## src/rtl/uart_rx_os16.sv

```systemverilog
// uart_rx_os16: 16x-oversampling 8N1 UART receiver.
// Start-bit validation at mid-bit, then one sample per bit period at bit centre.
// Every state change is gated by the oversampling enable tick_os.
module uart_rx_os16 #(
  parameter int OS        = 16,
  parameter int DATA_BITS = 8
) (
  input  logic                 clk_in,
  input  logic                 rst,
  input  logic                 tick_os,
  input  logic                 rx,
  output logic [DATA_BITS-1:0] data,
  output logic                 valid,
  output logic                 frame_err,
  output logic                 busy
);

  localparam int OSW = $clog2(OS);
  localparam int BCW = $clog2(DATA_BITS + 1);
  localparam logic [OSW-1:0] LIM_HALF = OSW'(OS / 2 - 1);
  localparam logic [OSW-1:0] LIM_FULL = OSW'(OS - 1);
  localparam logic [BCW-1:0] BIT_LAST = BCW'(DATA_BITS);

  typedef enum logic [1:0] {IDLE, START, DATA, STOP} state_t;

  state_t               state, state_nxt;
  logic [OSW-1:0]       os_cnt, os_cnt_nxt;
  logic [BCW-1:0]       bit_cnt, bit_cnt_nxt;
  logic [BCW-1:0]       bit_inc;
  logic [DATA_BITS-1:0] shift, shift_nxt;
  logic [DATA_BITS-1:0] data_nxt;
  logic                 valid_nxt;
  logic                 frame_err_nxt;
  logic                 rx_p0;
  logic                 rx_s;

  // Two-flop synchronizer for the asynchronous line; idles high out of reset.
  always_ff @(posedge clk_in) begin
    if (rst) begin
      rx_p0 <= 1'b1;
      rx_s  <= 1'b1;
    end else begin
      rx_p0 <= rx;
      rx_s  <= rx_p0;
    end
  end

  assign bit_inc = bit_cnt + BCW'(1);

  // Next-state, counter and output decode; nothing moves without a tick.
  always_comb begin
    state_nxt     = state;
    os_cnt_nxt    = os_cnt;
    bit_cnt_nxt   = bit_cnt;
    shift_nxt     = shift;
    data_nxt      = data;
    valid_nxt     = 1'b0;
    frame_err_nxt = 1'b0;
    if (tick_os) begin
      case (state)
        IDLE: begin
          if (!rx_s) begin
            state_nxt  = START;
            os_cnt_nxt = '0;
          end
        end
        START: begin
          if (os_cnt == LIM_HALF) begin
            os_cnt_nxt = '0;
            if (!rx_s) begin
              state_nxt   = DATA;
              bit_cnt_nxt = '0;
            end else begin
              // Start bit did not survive to mid-bit: treat as a glitch.
              state_nxt = IDLE;
            end
          end else begin
            os_cnt_nxt = os_cnt + OSW'(1);
          end
        end
        DATA: begin
          if (os_cnt == LIM_FULL) begin
            os_cnt_nxt  = '0;
            shift_nxt   = {rx_s, shift[DATA_BITS-1:1]};
            bit_cnt_nxt = bit_inc;
            if (bit_inc == BIT_LAST) begin
              state_nxt = STOP;
            end
          end else begin
            os_cnt_nxt = os_cnt + OSW'(1);
          end
        end
        STOP: begin
          if (os_cnt == LIM_FULL) begin
            os_cnt_nxt = '0;
            state_nxt  = IDLE;
            if (rx_s) begin
              data_nxt  = shift;
              valid_nxt = 1'b1;
            end else begin
              // Bad stop bit: keep the last good byte on data.
              frame_err_nxt = 1'b1;
            end
          end else begin
            os_cnt_nxt = os_cnt + OSW'(1);
          end
        end
        default: begin
          state_nxt = IDLE;
        end
      endcase
    end
  end

  // State, counters, shift register and registered outputs.
  always_ff @(posedge clk_in) begin
    if (rst) begin
      state     <= IDLE;
      os_cnt    <= '0;
      bit_cnt   <= '0;
      shift     <= '0;
      data      <= '0;
      valid     <= 1'b0;
      frame_err <= 1'b0;
    end else begin
      state     <= state_nxt;
      os_cnt    <= os_cnt_nxt;
      bit_cnt   <= bit_cnt_nxt;
      shift     <= shift_nxt;
      data      <= data_nxt;
      valid     <= valid_nxt;
      frame_err <= frame_err_nxt;
    end
  end

  assign busy = (state != IDLE);

endmodule

```

## config.mk

```make
export PLATFORM = sky130hd
export DESIGN_NAME = uart_rx_os16
export DESIGN_NICKNAME = d
export VERILOG_FILES = /design/src/rtl/uart_rx_os16.sv
export SDC_FILE = /design/constraint.sdc
export NUM_CORES = 1
export LEC_CHECK = 0
export CAP_MARGIN = 20
export CORE_MARGIN = 8
export CORE_UTILIZATION = 50
export DETAILED_ROUTE_END_ITERATION = 16
export PLACE_DENSITY = 0.73
export SETUP_SLACK_MARGIN = 0.05
export SLEW_MARGIN = 20
export SYNTH_ARGS = -nofsm -noshare
export SYNTH_HDL_FRONTEND = slang
export SYNTH_SLANG_ARGS = --single-unit
```

## constraint.sdc

```tcl
create_clock -name clk_in -period 3.7 [get_ports clk_in]
set_input_delay 1.11 -clock clk_in [delete_from_list [all_inputs] [get_ports clk_in]]
set_output_delay 1.11 -clock clk_in [all_outputs]
set_load 0.02 [all_outputs]
```

==> results.toml, run 1 <==
[sta]
slew_viol_final = 0
finClkSkew_ns = 0.0153
hold_viol_final = 0
rsz0062_at_grt = "no"
max_freq_ghz = 0.358
setup_ws_ns = 0.906
timing.setup.tns_ns = 0
relSlewSlack_pct = 67.7
tightestPinTransition_ns = 0.483
period_minus_slack_ns = 2.79
holdWs_ns = 0.418
fin_crit_sh_pct = 75.5
setup_viol = 0

[place]
io_buffers = 14
dp.cells = 175
routabilityCongestion = 0.833
place_ws_ns = 0.878
dp_hpwl_mm = 1.57

[worst_hold_path]
whs_endpoint = "rx_s"
hp-class = "flop to flop"
min_from = "rx_p0"
holdPathStages = 1

[cells_and_area]
n_antenna_cell = 0
syn_to_final_growth_pct = 14.9
final_common_cell = "dfxtp_1"
nets = 158
finalNonFillerCells = 182
final_cell_mix = "30 x dfxtp_1, 22 x nand2_1, 14 x clkdlybuf4s50_1"
drive_gt1_share_pct = 7.89

[clock_tree]
cts-htree-levels = 2
clkSinkCount = 30
cts.reportedPaths.clkPinSlew_ns = 0.09
clockBufferDepth = 2
post_cts.repair.setup_buffers = 0
clockRootBuffer = "clkbuf_4"
cts-buffers-inserted = 5
cts-resized-gates = 0
cts_tree = "yes"
clk-insertion-delay-late_ns = 0.32
cts-hold-fix-buffers = 0

[critical_path]
required_ns = 2.59
crit_path_start_kind = "flop"
critPathSlowestCell = "clkdlybuf4s50_1"
slowest_delay_ns = 0.64
rr_endpoint = "bit_cnt[2]"
reg2reg_depth = 5
cp_max_fo = 9
setup.worst_path.end_class = "output port"
ff2ff_setup_slack_ns = 1.93
reg2reg_from = "os_cnt[0]"
path_cells = "or2_1 > clkdlybuf4s50_1"
cp.arrival_ns = 1.68
crit_type = "flop to output port"

[detailed_routing]
drtIter0Drc = 42
routed-via-count = 996
via_per_inst = 5.47
wirelength_mm = 2.27
first_pass_iters = 4
ant_nets = 0
drcViolationCount = 0
wire_per_inst_um = 12.5

[floorplanning]
dieWidth_um = 65.9
start_util_pct = 51.7
die_area_mm2 = 0.00434
io_pins = 15
die_h_um = 65.9
rows = 18
coreArea_mm2 = 0.00241

[power]
cellPowerDensity_mw_per_mm2 = 365
leakage_nw = 0.561
total_power_w = 0.000522
irDropWorstVdd_uv = 281

[synthesis]
syn_avg_cell_area_um2 = 9.02
synth-edff-count = 0
synth-seq-cells = 30
synth_cells = 138
ys_types = 34
yosysSeqAreaShare_pct = 48.2
ys_warn_count = 0
syn-num-nets = 144
syn_area_mm2 = 0.00124
synth-async-reset-ratio_pct = 0
yosys_most_used_dff = "dfxtp_1"

[grt]
grt_max_degree = 32
grt_usage_pct = 11.0
grt-ovfl-total = 0
grt_pass1_vias = 846
grt_pass1_wl_mm = 3.70
antenna_found_initial = 0

[flow_run]
maxCapViolations = 0

[status]
outcome = "finished, final reports clean"
[worst max-delay path, delay by kind of cell (launching register included)]
kind | cells | cell delay (ns)
buffers and inverters | 1 | 0.64
flip-flops | 1 | 0.48
AND/OR/NAND/NOR | 1 | 0.24
[layout make-up]
| class | instances | area, um2 |
|---|---|---|
| Inverter | 4 | 15.0 |
| Fill cell | 213 | 980 |
| Clock buffer | 5 | 37.5 |
| Timing Repair Buffer | 15 | 148 |
| Clock inverter | 2 | 10.0 |
| Tap cell | 30 | 37.5 |
| Sequential cell | 30 | 601 |
| Multi-Input combinational cell | 96 | 582 |
[stage by stage]
step / cell area (um2) / util [%]
final: 1430 / 59.3
after global routing: 1430 / 59.3
after CTS: 1430 / 59.3
after detailed placement: 1380 / 57.4
after global placement: 1380 / 57.4
after floorplan: 1240 / -
[kinds of logic (layout without fill, tap and decap cells)]
kind of cell / Yosys count / count (layout) / synth area share, %
fa+ha+maj: 2 / 2 / 2.01
xor+xnor: 1 / 1 / 0.704
flops: 30 / 30 / 48.2
compound gates: 24 / 24 / 10.8
buf+inv: 12 / 26 / 5.02
simple gates: 60 / 60 / 26.0
mux: 9 / 9 / 7.24
[power by group]
group / internal [W] / leakage, nW / switching, W
logic: 0.00000924 / 0.288 / 0.0000115
clock network: 0.0000681 / 0.0308 / 0.000105
registers: 0.000325 / 0.242 / 0.00000279
[how the worst max path moves through the flow]
stage             start    endpoint  slack, ns
6_report       state[0]        busy       0.91
5_1_grt        state[0]        busy       0.83
4_1_cts        state[0]        busy       0.90
3_5_place_dp    tick_os  bit_cnt[2]       0.88
3_3_place_gp    tick_os  bit_cnt[0]       0.98
2_1_floorplan   tick_os     data[0]       1.68
[cell usage after synthesis (2+ instances only)]
| master | count | area share, % |
|---|---|---|
| mux2i_1 | 9 | 7.2 |
| ha_1 | 2 | 2.0 |
| a31oi_1 | 4 | 2.0 |
| nor3_1 | 2 | 0.80 |
| or2_2 | 2 | 1.0 |
| nand2_1 | 22 | 6.6 |
| dfxtp_1 | 30 | 48 |
| nor2_1 | 10 | 3.0 |
| clkbuf_1 | 4 | 1.2 |
| nand4_1 | 2 | 1.0 |
| inv_1 | 4 | 1.2 |
| a21oi_1 | 13 | 5.2 |
| buf_2 | 2 | 0.80 |
| nand3b_1 | 4 | 2.4 |
| o21ai_1 | 3 | 1.2 |
| nand3_1 | 6 | 2.4 |
| buf_6 | 2 | 1.8 |
[sequential cells by signal, summed over array words and instances, names as in the netlist, named ones only]
register   cells
valid          1
shift          8
rx_p0          1
frame_err      1
bit_cnt        4
state          1
rx_s           1
data           8
os_cnt         4
[routing by layer]
| metal | wire (um) | share of wire, % | up-vias | global-route usage, % |
|---|---|---|---|---|
| li1 | - | - | 511 | - |
| met1 | 1090 | 48 | 471 | 12.9 |
| met2 | 1060 | 47 | 10 | 16.3 |
| met3 | 82 | 3.6 | 4 | 4.41 |
| met4 | 42 | 1.8 | 0 | 7.36 |
| met5 | 0 | 0 | - | 0 |
(Power assumes the default switching activity.)
==> run 2: changes to the inputs <==
clock period = 2.85 ns   (was 3.7 ns; I/O delays follow)
==> results.toml, run 2 (synthesis gave the netlist of run 1 again) <==
[status]
outcome = "finished, final reports clean"

[floorplanning]
start_util_pct = 51.7
io_pins = 15
die_h_um = 65.9
coreArea_mm2 = 0.00241
dieWidth_um = 65.9
die_area_mm2 = 0.00434
rows = 18

[sta]
relSlewSlack_pct = 67.4
slew_viol_final = 0
fin_crit_sh_pct = 88.2
period_minus_slack_ns = 2.51
timing.setup.tns_ns = 0
rsz0062_at_grt = "no"
hold_viol_final = 0
tightestPinTransition_ns = 0.488
setup_viol = 0
finClkSkew_ns = 0.00325
max_freq_ghz = 0.398

[critical_path]
cp_max_fo = 9
required_ns = 2.00
setup.worst_path.end_class = "output port"
reg2reg_depth = 5
crit_type = "flop to output port"
cp.arrival_ns = 1.66
crit_path_start_kind = "flop"

[grt]
grt_max_degree = 32
grt_pass1_wl_mm = 4.11
grt-ovfl-total = 0
grt_pass1_vias = 944
grt_usage_pct = 12.3
antenna_found_initial = 0

[clock_tree]
cts-hold-fix-buffers = 0
clk-insertion-delay-late_ns = 0.32
cts-htree-levels = 2
clockBufferDepth = 2
cts-resized-gates = 0
cts_tree = "yes"
clkSinkCount = 30
cts.reportedPaths.clkPinSlew_ns = 0.08
clockRootBuffer = "clkbuf_4"
cts-buffers-inserted = 5
post_cts.repair.setup_buffers = 0

[place]
dp_hpwl_mm = 1.64
io_buffers = 14
routabilityCongestion = 0.876

[detailed_routing]
drtIter0Drc = 21
first_pass_iters = 4
via_per_inst = 5.52
ant_nets = 0
drcViolationCount = 0
wirelength_mm = 2.35
wire_per_inst_um = 12.9
routed-via-count = 1005

[power]
leakage_nw = 0.555
irDropWorstVdd_uv = 335
cellPowerDensity_mw_per_mm2 = 471

[cells_and_area]
final_common_cell = "dfxtp_1"
syn_to_final_growth_pct = 14.7
final_util_pct = 59.2
n_antenna_cell = 0
nets = 158
drive_gt1_share_pct = 6.58
n_fill_cell = 226
reg_top3 = "data x8, shift x8"
final_cell_mix = "30 x dfxtp_1, 22 x nand2_1, 14 x clkdlybuf4s50_1"

[worst_hold_path]
holdPathStages = 1
hp-class = "flop to flop"

[flow_run]
maxCapViolations = 0
==> run 2: cell count changes in the layout (fill, tap and decap cells not counted), sizes merged <==
cell	delta
clkinv	-2
clkbuf	+2
==> run 2: routing by layer <==
layer	vias to the layer above	track usage, %	wire length, um
met4	0	7.08	34
met5	-	0	0
met1	466	13.8	1100
li1	513	-	-
met3	6	5.76	125
met2	20	18.5	1090
==> run 2: final timing paths <==
path / slack, ns / from / end
worst max-delay path: 0.34 / state[0] / busy
worst min-delay path: 0.42 / rx_p0 / rx_s
worst max register to register: 1.06 / os_cnt[0] / bit_cnt[0]
worst min register to register: 0.42 / rx_p0 / rx_s
==> run 2: area by class of cell <==
class	count	area (um2)	share of cell area (%)
clock buffers	7	45.0	3.16
multi-input cells	96	582	40.8
repair buffers	15	148	10.3
well taps	30	37.5	2.63
flip-flops and latches	30	601	42.1
inverters	4	15.0	1.05
==> run 2: power breakdown <==
group / switching, W / total, W / internal (W)
sequential: 0.00000373 / 0.000425 / 0.000422
clock: 0.000127 / 0.000220 / 0.0000928
combinational: 0.0000151 / 0.0000271 / 0.0000120
==> run 2: worst max-delay path, cell delays in order, from the launching register on <==
cell and delay (ns):
dfxtp_1 0.47, or2_1 0.24, clkdlybuf4s50_1 0.64
==> run 2: metrics by stage <==
stage               hold WS (ns)  total power [W]  worst slack, ns  area [um2]  std cells
floorplan                  0.389         0.000454             1.09        1240        138
global placement           0.400         0.000462            0.384        1380        175
detailed placement         0.405         0.000462            0.272        1380        175
CTS                        0.424         0.000685            0.316        1430        182
global route               0.432         0.000708            0.239        1430        182
finish                     0.419         0.000672            0.336        1430        182
